[src/rtl/st3_muldiv_seq_if.sv]
// rtl/st3_muldiv_seq_if.sv - EX-stage to multiply/divide sequencer handshake bundle
interface st3_muldiv_seq_if #(
    parameter int WIDTH = 16
);
    logic             start;
    logic [3:0]       aluFunct;
    logic [WIDTH-1:0] reg1;
    logic [WIDTH-1:0] reg2;
    logic             flush;
    logic             stall;
    logic             busy;
    logic             done;
    logic [WIDTH-1:0] aluOut1;
    logic [WIDTH-1:0] aluOut2;
    logic             ALU_exception;

    modport master (
        output start, aluFunct, reg1, reg2, flush,
        input  stall, busy, done, aluOut1, aluOut2, ALU_exception
    );

    modport slave (
        input  start, aluFunct, reg1, reg2, flush,
        output stall, busy, done, aluOut1, aluOut2, ALU_exception
    );
endinterface

[src/rtl/st3_muldiv_seq.sv]
// rtl/st3_muldiv_seq.sv - multi-cycle signed multiply/divide sequencer for stage 3
// Iterates on operand magnitudes, applies sign correction when entering DONE.
module st3_muldiv_seq #(
    parameter int         WIDTH     = 16,
    parameter logic [3:0] FUNCT_MUL = 4'b0100,
    parameter logic [3:0] FUNCT_DIV = 4'b0101
) (
    input  logic             clk,
    input  logic             rst,
    st3_muldiv_seq_if.slave  bus
);
    localparam int CW = $clog2(WIDTH);
    localparam logic [CW-1:0] CNT_LOAD = CW'(WIDTH - 1);

    localparam logic [1:0] S_IDLE = 2'd0;
    localparam logic [1:0] S_MUL  = 2'd1;
    localparam logic [1:0] S_DIV  = 2'd2;
    localparam logic [1:0] S_DONE = 2'd3;

    logic [1:0]         state;
    logic [CW-1:0]      cnt;
    logic [2*WIDTH-1:0] acc;
    logic [WIDTH-1:0]   opnd;
    logic               res_neg;
    logic               dvd_neg;

    logic               is_mul;
    logic               is_div;
    logic               accept;
    logic [WIDTH-1:0]   mag_a;
    logic [WIDTH-1:0]   mag_b;
    logic [WIDTH:0]     mul_sum;
    logic [WIDTH:0]     div_shift;
    logic               div_ge;
    logic [WIDTH-1:0]   div_rem;
    logic [2*WIDTH-1:0] step;
    logic [2*WIDTH-1:0] prod_fix;
    logic [WIDTH-1:0]   quo_fix;
    logic [WIDTH-1:0]   rem_fix;

    assign is_mul = (bus.aluFunct == FUNCT_MUL);
    assign is_div = (bus.aluFunct == FUNCT_DIV);
    assign accept = ((state == S_IDLE) || (state == S_DONE)) && bus.start
                    && (is_mul || is_div) && !bus.flush;
    assign bus.stall = (state == S_MUL) || (state == S_DIV) || accept;

    assign mag_a = bus.reg1[WIDTH-1] ? -bus.reg1 : bus.reg1;
    assign mag_b = bus.reg2[WIDTH-1] ? -bus.reg2 : bus.reg2;

    // Multiply: acc = {partial product, remaining multiplier bits}, shifted right each step.
    assign mul_sum = {1'b0, acc[2*WIDTH-1:WIDTH]} + (acc[0] ? {1'b0, opnd} : '0);

    // Divide: acc = {partial remainder, remaining dividend / growing quotient}.
    assign div_shift = {acc[2*WIDTH-1:WIDTH], acc[WIDTH-1]};
    assign div_ge    = (div_shift >= {1'b0, opnd});
    assign div_rem   = div_shift[WIDTH-1:0] - opnd;

    always_comb begin
        step = '0;
        if (state == S_DIV) begin
            step = {(div_ge ? div_rem : div_shift[WIDTH-1:0]), acc[WIDTH-2:0], div_ge};
        end else begin
            step = {mul_sum, acc[WIDTH-1:1]};
        end
    end

    assign prod_fix = res_neg ? -step : step;
    assign quo_fix  = res_neg ? -step[WIDTH-1:0] : step[WIDTH-1:0];
    assign rem_fix  = dvd_neg ? -step[2*WIDTH-1:WIDTH] : step[2*WIDTH-1:WIDTH];

    always_ff @(posedge clk or negedge rst) begin
        if (!rst) begin
            state             <= S_IDLE;
            cnt               <= '0;
            acc               <= '0;
            opnd              <= '0;
            res_neg           <= 1'b0;
            dvd_neg           <= 1'b0;
            bus.busy          <= 1'b0;
            bus.done          <= 1'b0;
            bus.ALU_exception <= 1'b0;
            bus.aluOut1       <= '0;
            bus.aluOut2       <= '0;
        end else begin
            bus.done          <= 1'b0;
            bus.ALU_exception <= 1'b0;
            if (bus.flush && (state != S_IDLE)) begin
                state    <= S_IDLE;
                bus.busy <= 1'b0;
            end else if (accept) begin
                cnt     <= CNT_LOAD;
                res_neg <= bus.reg1[WIDTH-1] ^ bus.reg2[WIDTH-1];
                dvd_neg <= bus.reg1[WIDTH-1];
                opnd    <= is_mul ? mag_a : mag_b;
                acc     <= {{WIDTH{1'b0}}, (is_mul ? mag_b : mag_a)};
                if (is_div && (bus.reg2 == '0)) begin
                    // Divide by zero skips iteration; result registers keep their old value.
                    state             <= S_DONE;
                    bus.busy          <= 1'b0;
                    bus.done          <= 1'b1;
                    bus.ALU_exception <= 1'b1;
                end else begin
                    state    <= is_mul ? S_MUL : S_DIV;
                    bus.busy <= 1'b1;
                end
            end else begin
                case (state)
                    S_MUL, S_DIV: begin
                        acc <= step;
                        cnt <= cnt - CW'(1);
                        if (cnt == '0) begin
                            state    <= S_DONE;
                            bus.busy <= 1'b0;
                            bus.done <= 1'b1;
                            if (state == S_MUL) begin
                                {bus.aluOut2, bus.aluOut1} <= prod_fix;
                            end else begin
                                bus.aluOut1 <= quo_fix;
                                bus.aluOut2 <= rem_fix;
                                // Only -2^(W-1) / -1 yields a non-negative quotient with the top bit set.
                                bus.ALU_exception <= !res_neg && quo_fix[WIDTH-1];
                            end
                        end
                    end
                    default: state <= S_IDLE;
                endcase
            end
        end
    end
endmodule
[src/flat_wrapper.sv]
// flat-port wrapper written by rule: the top's interface ports become plain ports
module st3_muldiv_seq_flat 
#(
    parameter int         WIDTH     = 16,
    parameter logic [3:0] FUNCT_MUL = 4'b0100,
    parameter logic [3:0] FUNCT_DIV = 4'b0101
)
  (clk, rst, bus_start, bus_aluFunct, bus_reg1, bus_reg2, bus_flush, bus_stall, bus_busy, bus_done, bus_aluOut1, bus_aluOut2, bus_ALU_exception);
  st3_muldiv_seq_if #(.WIDTH(WIDTH)) bus_i ();
  input  logic clk;
  input  logic rst;
  input wire logic [$bits(bus_i.start)-1:0] bus_start;
  input wire logic [$bits(bus_i.aluFunct)-1:0] bus_aluFunct;
  input wire logic [$bits(bus_i.reg1)-1:0] bus_reg1;
  input wire logic [$bits(bus_i.reg2)-1:0] bus_reg2;
  input wire logic [$bits(bus_i.flush)-1:0] bus_flush;
  output wire logic [$bits(bus_i.stall)-1:0] bus_stall;
  output wire logic [$bits(bus_i.busy)-1:0] bus_busy;
  output wire logic [$bits(bus_i.done)-1:0] bus_done;
  output wire logic [$bits(bus_i.aluOut1)-1:0] bus_aluOut1;
  output wire logic [$bits(bus_i.aluOut2)-1:0] bus_aluOut2;
  output wire logic [$bits(bus_i.ALU_exception)-1:0] bus_ALU_exception;
  assign bus_i.start = bus_start;
  assign bus_i.aluFunct = bus_aluFunct;
  assign bus_i.reg1 = bus_reg1;
  assign bus_i.reg2 = bus_reg2;
  assign bus_i.flush = bus_flush;
  assign bus_stall = bus_i.stall;
  assign bus_busy = bus_i.busy;
  assign bus_done = bus_i.done;
  assign bus_aluOut1 = bus_i.aluOut1;
  assign bus_aluOut2 = bus_i.aluOut2;
  assign bus_ALU_exception = bus_i.ALU_exception;
  st3_muldiv_seq #(.WIDTH(WIDTH), .FUNCT_MUL(FUNCT_MUL), .FUNCT_DIV(FUNCT_DIV)) u_core (.clk(clk), .rst(rst), .bus(bus_i));
endmodule
[config.mk]
export PLATFORM = sky130hd
export DESIGN_NAME = st3_muldiv_seq_flat
export DESIGN_NICKNAME = d
export VERILOG_FILES = /design/src/rtl/st3_muldiv_seq_if.sv /design/src/rtl/st3_muldiv_seq.sv /design/src/flat_wrapper.sv
export SDC_FILE = /design/constraint.sdc
export NUM_CORES = 1
export LEC_CHECK = 0
export CORE_MARGIN = 2
export CORE_UTILIZATION = 25
export CTS_CLUSTER_DIAMETER = 50
export CTS_CLUSTER_SIZE = 14
export DETAILED_ROUTE_END_ITERATION = 12
export GPL_TIMING_DRIVEN = 1
export RECOVER_POWER = 100
export SETUP_SLACK_MARGIN = 0.4
export SLEW_MARGIN = 0
export SYNTH_ARGS = -nofsm -noshare
export SYNTH_HDL_FRONTEND = slang
export SYNTH_SLANG_ARGS = --single-unit
[constraint.sdc]
create_clock -name clk -period 4 [get_ports clk]
set_clock_uncertainty 0.15 [all_clocks]
set_input_delay 0.6 -clock clk [delete_from_list [all_inputs] [get_ports clk]]
set_output_delay 0.6 -clock clk [all_outputs]
set_load 0.05 [all_outputs]
# After elaboration in Yosys (flattened, before gate mapping)
# Cells that the tools add are included.
[word_totals]
reg_bits = 91
input_bits = 40
word_cells = 90
[classes]
add_sub_neg = 8
magnitude_cmp = 1
n_eq_ne = 6
mux = 37
bitwise_logic = 3
reduce_logical = 24
[op_table]
columns = ["operator", "count"]
rows = [
  ["$mux 16", 10],
  ["$mux 32", 4],
  ["$neg 16->16", 4],
  ["$neg 32->32", 1],
  ["$add 16x17->17", 1],
  ["$ge 17x16->1", 1],
  ["$logic_not 16->1", 1],
  ["$sub 16x16->16", 1],
  ["$mux 1", 15],
  ["$mux 2", 6],
  ["$eq 4x3->1 const B", 2],
  ["$mux 4", 2],
  ["$logic_and 1x1->1", 6],
  ["$reduce_and 2->1", 3],
  ["$reduce_bool 3->1", 2],
  ["$eq 2x2->1 const B", 2],
  ["$logic_not 4->1", 1],
  ["$logic_or 1x1->1", 4],
  ["$ne 4x1->1 const B", 1],
  ["$reduce_and 4->1", 1],
  ["$reduce_bool 2->1", 2],
  ["$sub 4x1->4 const B", 1],
  ["$eq 2x1->1 const B", 1],
  ["$logic_not 1->1", 2],
  ["other kinds (4)", 5],
]

# Depth between registers and ports, before layout
# Gate-level depths: netlist (run 1).
[logic_depth]
ltp_word = 11
mapped_depth = 17

# Least setup slack after synthesis (run 1)
# Ideal clock, no wire load.
[synth_path]
path_type = "register to register"
startpoint = "register u_core.acc[28]"
endpoint = "register u_core.bus.aluOut2[13]"
setup_time_ps = 131
t_arrival_ps = 3818
t_required_ps = 3719
setup_slack_ps = -99
stages_incl_launch_ff = 15
n_path_buf = 2
synth_period_minus_slack_ps = 4099
path_cell_list = "dfrtp_1 -> ha_1 -> nand2_1 -> or3_1 -> buf_2 -> or4_1 -> buf_2 -> nand3_4 -> mux2i_1 -> mux2i_1 -> or2_4 -> or4b_4 -> o41ai_1 -> xor2_1 -> o21ai_1"
[synth_between]
elab_chain_cells = 6
[synth_rtl]
columns = ["item", "line", "rtl"]
rows = [
  ["start, declared", "st3_muldiv_seq.sv:22", "logic [2*WIDTH-1:0] acc;"],
  ["start signal, assigned", "st3_muldiv_seq.sv:95", "acc <= {{WIDTH{1'b0}}, (is_mul ? mag_b : mag_a)};"],
  ["start signal, assigned", "st3_muldiv_seq.sv:109", "acc <= step;"],
  ["$sub 16x16->16 or $ge 17x16->1 (tied branches)", "st3_muldiv_seq.sv:56, st3_muldiv_seq.sv:55", ""],
  ["$mux 16", "st3_muldiv_seq.sv:61", "step = {(div_ge ? div_rem : div_shift[WIDTH-1:0]), acc[WIDTH-2:0], div_ge};"],
  ["$mux 32 (*)", "st3_muldiv_seq.sv:60", "if (state == S_DIV) begin"],
  ["$neg 32->32 or $neg 16->16 (tied branches)", "st3_muldiv_seq.sv:67, st3_muldiv_seq.sv:69", ""],
  ["$mux 32 or $mux 16 (tied branches)", "st3_muldiv_seq.sv:67, st3_muldiv_seq.sv:69", ""],
  ["$mux 16 (*)", "st3_muldiv_seq.sv:115", "if (state == S_MUL) begin"],
  ["end signal, assigned", "st3_muldiv_seq.sv:116", "{bus.aluOut2, bus.aluOut1} <= prod_fix;"],
  ["end signal, assigned", "st3_muldiv_seq.sv:119", "bus.aluOut2 <= rem_fix;"],
  ["end, declared", "st3_muldiv_seq_if.sv:24", "output stall, busy, done, aluOut1, aluOut2, ALU_exception"],
]
# Every way passes the cells marked *; elsewhere a longest branch is shown, timed or not.
# A chain may end at the register's enable or synchronous reset.

# Worst setup path in the final report (run 1)
[layout_path]
startpoint = "register u_core.acc[27]"
endpoint = "register u_core.bus.aluOut2[13]"
# Same word-level chain as after synthesis.

==> results of run 1 <==
routing by layer:
metal  routed length, µm  global-route usage, %  up-vias
li1                    -                      -     3671
met1               11600                   21.5     3622
met2               12300                   27.2      204
met3                1050                   2.04       45
met4                 719                   5.65        0
met5                   0                      0        -
placed cells by master, fill, tap and decap left out, drive strengths merged, types with 4 or more instances in the layout:
master / count
nand2b: 10
nor2: 55
clkdlybuf4s50: 36
buf: 110
dfrtp: 91
o31a: 4
nand4: 12
nor4: 7
or4: 4
nand2: 144
and2: 18
a21o: 6
nor2b: 5
o41ai: 9
clkbuf: 28
o311ai: 4
o211ai: 12
or3: 20
ha: 40
o31ai: 11
dlygate4sd3: 37
and3: 5
a211oi: 11
xor2: 31
a22o: 11
or2: 7
inv: 47
a21oi: 57
a21boi: 5
nand3: 13
o21ai: 121
nor3: 11
a31oi: 14
o21a: 7
mux2i: 23
mux2: 4
xnor2: 47
state kept, by name, indices dropped and copies added (netlist names):
signal,count
u_core.state,2
u_core.res_neg,1
u_core.opnd,16
u_core.dvd_neg,1
u_core.cnt,4
u_core.bus.done,1
u_core.bus.aluOut1,16
u_core.bus.busy,1
u_core.bus.aluOut2,16
u_core.acc,32
u_core.bus.ALU_exception,1
cell families after synthesis:
kind of cell / count (synthesis) / synth area share (%)
multiplexers: 27 / 3.69
adder cells (fa/ha/maj): 42 / 7.25
AO/OA/AOI/OAI: 287 / 23.9
buffers and inverters: 89 / 4.63
flip-flops: 91 / 30.6
XOR/XNOR: 78 / 9.17
AND/OR/NAND/NOR: 322 / 20.8
power by group:
group | switching (W) | leakage (nW) | internal, W | total (W)
registers | 0.000321 | 1.15 | 0.00131 | 0.00163
logic | 0.00419 | 3.13 | 0.00329 | 0.00748
clock network | 0.000434 | 0.140 | 0.000438 | 0.000873
timing repair:
item                       CTS  global route
buffers inserted            29            20
pin swaps                   22            45
hold buffers                 0             0
resized for setup           39           100
setup endpoints to repair   10            18
path summary, 6_finish.rpt:
path                                  startpoint                     end  slack, ns  depth (start not counted)
max                               u_core.acc[27]  u_core.bus.aluOut2[13]       0.16                         12
max reg2reg                       u_core.acc[27]  u_core.bus.aluOut2[13]       0.16                         12
min reg2reg                u_core.bus.aluOut2[1]   u_core.bus.aluOut2[1]       0.33                          1
min in group asynchronous                    rst           u_core.acc[9]       0.95                          1
min                        u_core.bus.aluOut2[1]   u_core.bus.aluOut2[1]       0.33                          1
max in group asynchronous                    rst          u_core.acc[22]       0.95                          2
per-stage QoR:
stage / std cells / setup slack [ns]
3_5_place_dp: 1431 / 0.0467
4_1_cts: 1476 / 0.227
6_report: 1496 / 0.159
5_1_grt: 1496 / 0.0350
2_1_floorplan: 936 / 0.121
3_3_place_gp: 1431 / 0.0814
cell type report:
type,instances,share of cell area [%]
clock inverter,7,0.604
sequential,91,22.0
tap,390,4.71
clock buffer,9,2.17
inverter,41,1.49
multi-input combinational,756,52.5
timing repair buffer,202,16.4
worst max-delay path: stages, from the launching register on:
cell and delay [ns]:
dfrtp_1 0.41, ha_4 0.32, nand2_4 0.06, or3_4 0.36, or4_1 0.52, nand3_4 0.11, mux2i_1 0.22, mux2i_1 0.12
or2_4 0.27, or4b_4 0.54, o41ai_2 0.37, xor2_1 0.20, o21ai_1 0.07
==> results by group, run 1 <==
Status
  – Outcome: finished, violations left
  – Failing checks: capacitance limit, slew limit

Route
  – Vias per cell: 5.04
  – Routed WL per cell: about 17 µm
  – Detailed-route DRC error count: 0
  – Vias: between 7,000 and 8,000
  – DRT Pass-1 Iters: 7
  – Initial DRC Count: 546
  – ANT nets after route: 0
  – Drt total wl: ~26 mm

STA
  – Setup TNS: 0 ns
  – Slew Limit Fails: 51
  – Max Clk Rate: 0.260 GHz
  – Final worst path period share: 96.0%
  – Min Hold Slack: 0.329 ns
  – Final critical-path required period: 3.84 ns
  – Tightest Pin Transition: roughly 2.7 ns
  – Relative slew slack: -82.5%
  – Final setup viols: 0
  – Final Hold Fails: 0
  – RSZ-0062 raised after global routing: true

Final layout
  – Post-Layout Inst Area: 0.0104 mm²
  – Final nets: 1,183
  – Register Area: 0.00228 mm²
  – Area delta synth->final: 39.0%
  – Multi-input logic area: 0.00544 mm²
  – Final Util: 35.1%
  – Total of fill cells in the finished design: 3,103
  – Antenna cells: 0
  – Share of layout cells above drive strength 1: 21.8%

Synth
  – Post-Syn Instances: ~940
  – Top cells by area, synth: dfrtp_1 31%, o21ai_0 7.3%, nand2_1 7.3%, ha_1 6.7%, xnor2_1 5.5%
  – Count leader, synth: nand2_1
  – Mapped Area: around 0.0075 mm²
  – Mean Syn Cell Area: 7.96 µm²
  – Area fraction of the dominant cell type after synthesis: 30.6%
  – Synth cell count leaders: 144 x nand2_1, 109 x o21ai_0, 91 x dfrtp_1
  – Sequential element share of the synthesized area: 30.6%
  – Post-synthesis sequential element count: just over 90
  – Area leader, netlist: dfrtp_1
  – Synth Net Count: 1,018
  – Netlist cell types: 67
  – Ys async rst share: 100%
  – Number of synthesized flops with an enable pin: 0
  – Yosys warning count: 0
  – Main synth FF type: dfrtp_1

Power
  – Total power: 0.00999 W
  – P per Cell Area: 964 mW/mm²
  – Pleak: 4.43 nW
  – Max IR drop VDD: 357 µV

GRT
  – Global-route wire length before repair: 39.4 mm
  – Initial antenna violation count: 0
  – Largest net degree at the start of global routing: 65
  – Remaining global-route overflow: 0
  – Total track usage: 16.2%
  – Vias in the first global route: 7,234

Place
  – Dpl hpwl: 19.2 mm
  – Routability cong.: 0.895
  – # port buffers: 75
  – Post-DP Area: 0.00919 mm²

Die
  – Die Height: 177 µm
  – Initial Util: 25.3%
  – Core Box Area: roughly 0.029 mm²
  – Io pins: 76
  – Die area: 0.0312 mm²
  – Chip width: approximately 180 µm
  – Placement Rows: 63

Critical path
  – Critical path type: flop to flop
  – CP Data Arrival Time: 3.92 ns
  – Critical Path RT: ~4 ns
  – Worst setup SP type: flop
  – Critical-path maximum fanout: 4
  – Worst setup EP type: flop

CTS
  – Clock Path Buffers: 2
  – CTS buffer count: 9
  – Worst-Skew Late Latency: 0.37 ns
  – H-Tree Depth: 3
  – CTS Sinks: slightly above 90
  – Clock root cell: clkbuf_16
  – Reg clk slew, reported paths: 0.08 ns
  – CTS tree: done

Flow run
  – Max Cap Viol: 1

Min path
  – Hold crit path type: flop to flop
(Power assumes the default switching activity.)
==> run 2: changes to the inputs <==
- RECOVER_POWER: 100 -> 25
==> results by group, run 2 (same netlist as run 1, synthesis figures left out) <==
Status
  – Outcome: finished, violations left
  – Failing checks: capacitance limit, slew limit

CTS
  – Clock root cell: clkbuf_16
  – Reg clk slew, reported paths: roughly 0.08 ns
  – CTS Sinks: 91
  – Clock Path Buffers: 2
  – Worst-Skew Late Latency: 0.37 ns
  – H-Tree Depth: 3
  – CTS tree: done
  – CTS buffer count: 9

GRT
  – Initial antenna violation count: 0
  – Vias in the first global route: 7,234
  – Remaining global-route overflow: 0
  – Global-route wire length before repair: 39.4 mm
  – Largest net degree at the start of global routing: 65
  – Total track usage: 16.2%

Die
  – Placement Rows: 63
  – Die area: slightly above 0.03 mm²
  – Core Box Area: 0.0295 mm²
  – Io pins: 76
  – Initial Util: 25.3%
  – Chip width: around 180 µm
  – Die Height: 177 µm

Critical path
  – Critical path type: flop to flop
  – Worst r2r path cells: 13
  – Crit Reg-Reg Endpoint: u_core.bus.aluOut2[13]
  – CP Data Arrival Time: approximately 3.9 ns
  – Worst setup EP type: flop
  – Critical-path maximum fanout: 5
  – CP Cell Sequence: inv_2, ha_4, nor2_1, a211o_1, a2111o_1, nand3_4, mux2i_1, mux2i_1, or2_4, or4b_4, o41ai_4, xor2_1, o21ai_1
  – Worst r2r src: u_core.opnd[2]
  – Critical Path Most Common Cell: mux2i_1
  – Critical Path RT: between 4 and 5 ns
  – Crit path buf inv count: 1
  – Flop-to-flop setup slack: 0.18 ns
  – Crit path largest cell delay: between 0.5 and 0.6 ns
  – Top Family by Delay on Critical Path: compound AO/OA/AOI/OAI gates
  – Critical Path Slowest Stage Cell: or4b_4
  – Worst setup SP type: flop

Power
  – Sw power: 0.00503 W
  – Max IR drop VDD: 378 µV
  – Net Sw Frac: 49.0%
  – Clock power share: 8.5%
  – Gate power share: 75.5%
  – Pleak: roughly 4.4 nW
  – P per Cell Area: about 1000 mW/mm²
  – Flop pwr share: 16.0%
  – Internal power: 0.00523 W

Route
  – Drt total wl: ~26 mm
  – Vias per cell: 5.05
  – Detailed-route DRC error count: 0
  – Initial DRC Count: 522
  – DRT Pass-1 Iters: 9
  – Routed WL per cell: ~17 µm
  – ANT nets after route: 0
  – Vias: 7,550

Final layout
  – Total of fill cells in the finished design: around 3,100
  – Share of layout cells above drive strength 1: around 24%
  – Most common cell after layout, fill and taps aside: nand2_1
  – Commonest cells after routing, fill and taps aside: 138 x nand2_1, 110 x buf_4, 103 x o21ai_0
  – Post-Layout Inst Area: 0.0105 mm²
  – Max reg flops: 32
  – Area delta synth->final: 41.0%
  – Register with the most flip-flops: u_core.acc
  – Antenna cells: 0
  – Final nets: ~1,200

Place
  – # port buffers: 75
  – Routability cong.: 0.895
  – Dpl hpwl: 19.2 mm
  – Post-DP Area: 0.00919 mm²

Min path
  – Worst hold path cell count: 1
  – Worst Hold Endpoint: u_core.bus.aluOut2[1]
  – Hold crit path type: flop to flop
  – Worst Hold Launch: u_core.bus.aluOut2[1]

STA
  – Final critical-path required period: 3.82 ns
  – Final Hold Fails: 0
  – RSZ-0062 raised after global routing: true
  – Relative slew slack: -83.3%
  – Setup TNS: 0 ns
  – Max Clk Rate: 0.262 GHz
  – Final setup viols: 0
  – Tightest Pin Transition: 2.75 ns
  – Slew Limit Fails: a little over 50
  – Final worst path period share: 95.4%

Flow run
  – Max Cap Viol: 1
run 2: cell count changes in the layout (fill, tap and decap cells not counted), moves of 2 or more:
cell             previous run  this run
clkbuf_2                    3         1
dlygate4sd3_1              37         0
nand3_2                     1         4
buf_4                      94       110
nand3_1                    11         8
clkbuf_1                   14         1
clkbuf_4                    2         0
clkdlybuf4s50_1            36        73
run 2: layout make-up:
cell class	instances	area, µm²	area share (%)
repair buffers	202	1770	16.8
flip-flops and latches	91	2280	21.7
clock inverters	7	62.6	0.596
multi-input cells	756	5520	52.6
inverters	41	154	1.47
clock buffers	9	225	2.14
well taps	390	488	4.65
run 2: worst max-delay path by stage:
stage,end,depth (start not counted),startpoint
after global routing,u_core.bus.aluOut2[13],14,u_core.acc[0]
after CTS,u_core.bus.aluOut2[15],12,u_core.acc[29]
after floorplan,u_core.bus.aluOut2[15],14,u_core.acc[30]
final,u_core.bus.aluOut2[13],13,u_core.opnd[2]
after detailed placement,u_core.bus.aluOut2[15],15,u_core.acc[15]
after global placement,u_core.bus.aluOut2[15],13,u_core.opnd[1]
run 2: repair_timing:
item | 4_1_cts | 5_1_grt
resized for setup | 39 | 100
pin swaps | 22 | 45
hold buffers | 0 | 0
setup endpoints to repair | 10 | 18
gates cloned | 0 | 0
buffers inserted | 29 | 20
run 2: metal layers:
layer	vias up	wire length, µm	global-route usage (%)
li1	3672	-	-
met1	3630	11700	21.5
met2	203	12300	27.2
met3	45	972	2.04
met4	0	726	5.65
met5	-	0	0
run 2: power by group through the flow:
stage	clock network (W)	registers, W	logic [W]
after detailed placement	0	0.00163	0.00620
after global routing	0.000926	0.00169	0.00833
final	0.000872	0.00164	0.00775
after floorplan	0	0.00203	0.00367
after global placement	0	0.00162	0.00615
after CTS	0.000892	0.00162	0.00680
run 2: per-stage QoR:
step | hold slack [ns] | total power (W) | cells | worst slack [ns] | utilization (%)
after floorplan | 0.154 | 0.00570 | 936 | 0.121 | -
after global placement | 0.316 | 0.00777 | 1431 | 0.0814 | 31.2
after detailed placement | 0.324 | 0.00782 | 1431 | 0.0467 | 31.2
after CTS | 0.128 | 0.00931 | 1476 | 0.227 | 33.6
after global routing | 0.371 | 0.0109 | 1496 | 0.0774 | 35.6
final | 0.334 | 0.0103 | 1496 | 0.183 | 35.6
==> run 3: changes to the inputs <==
- SKIP_LAST_GASP: unset -> 1
==> results of run 3 <==
No change in the layout: final DEF, timing and power equal those of run 2.
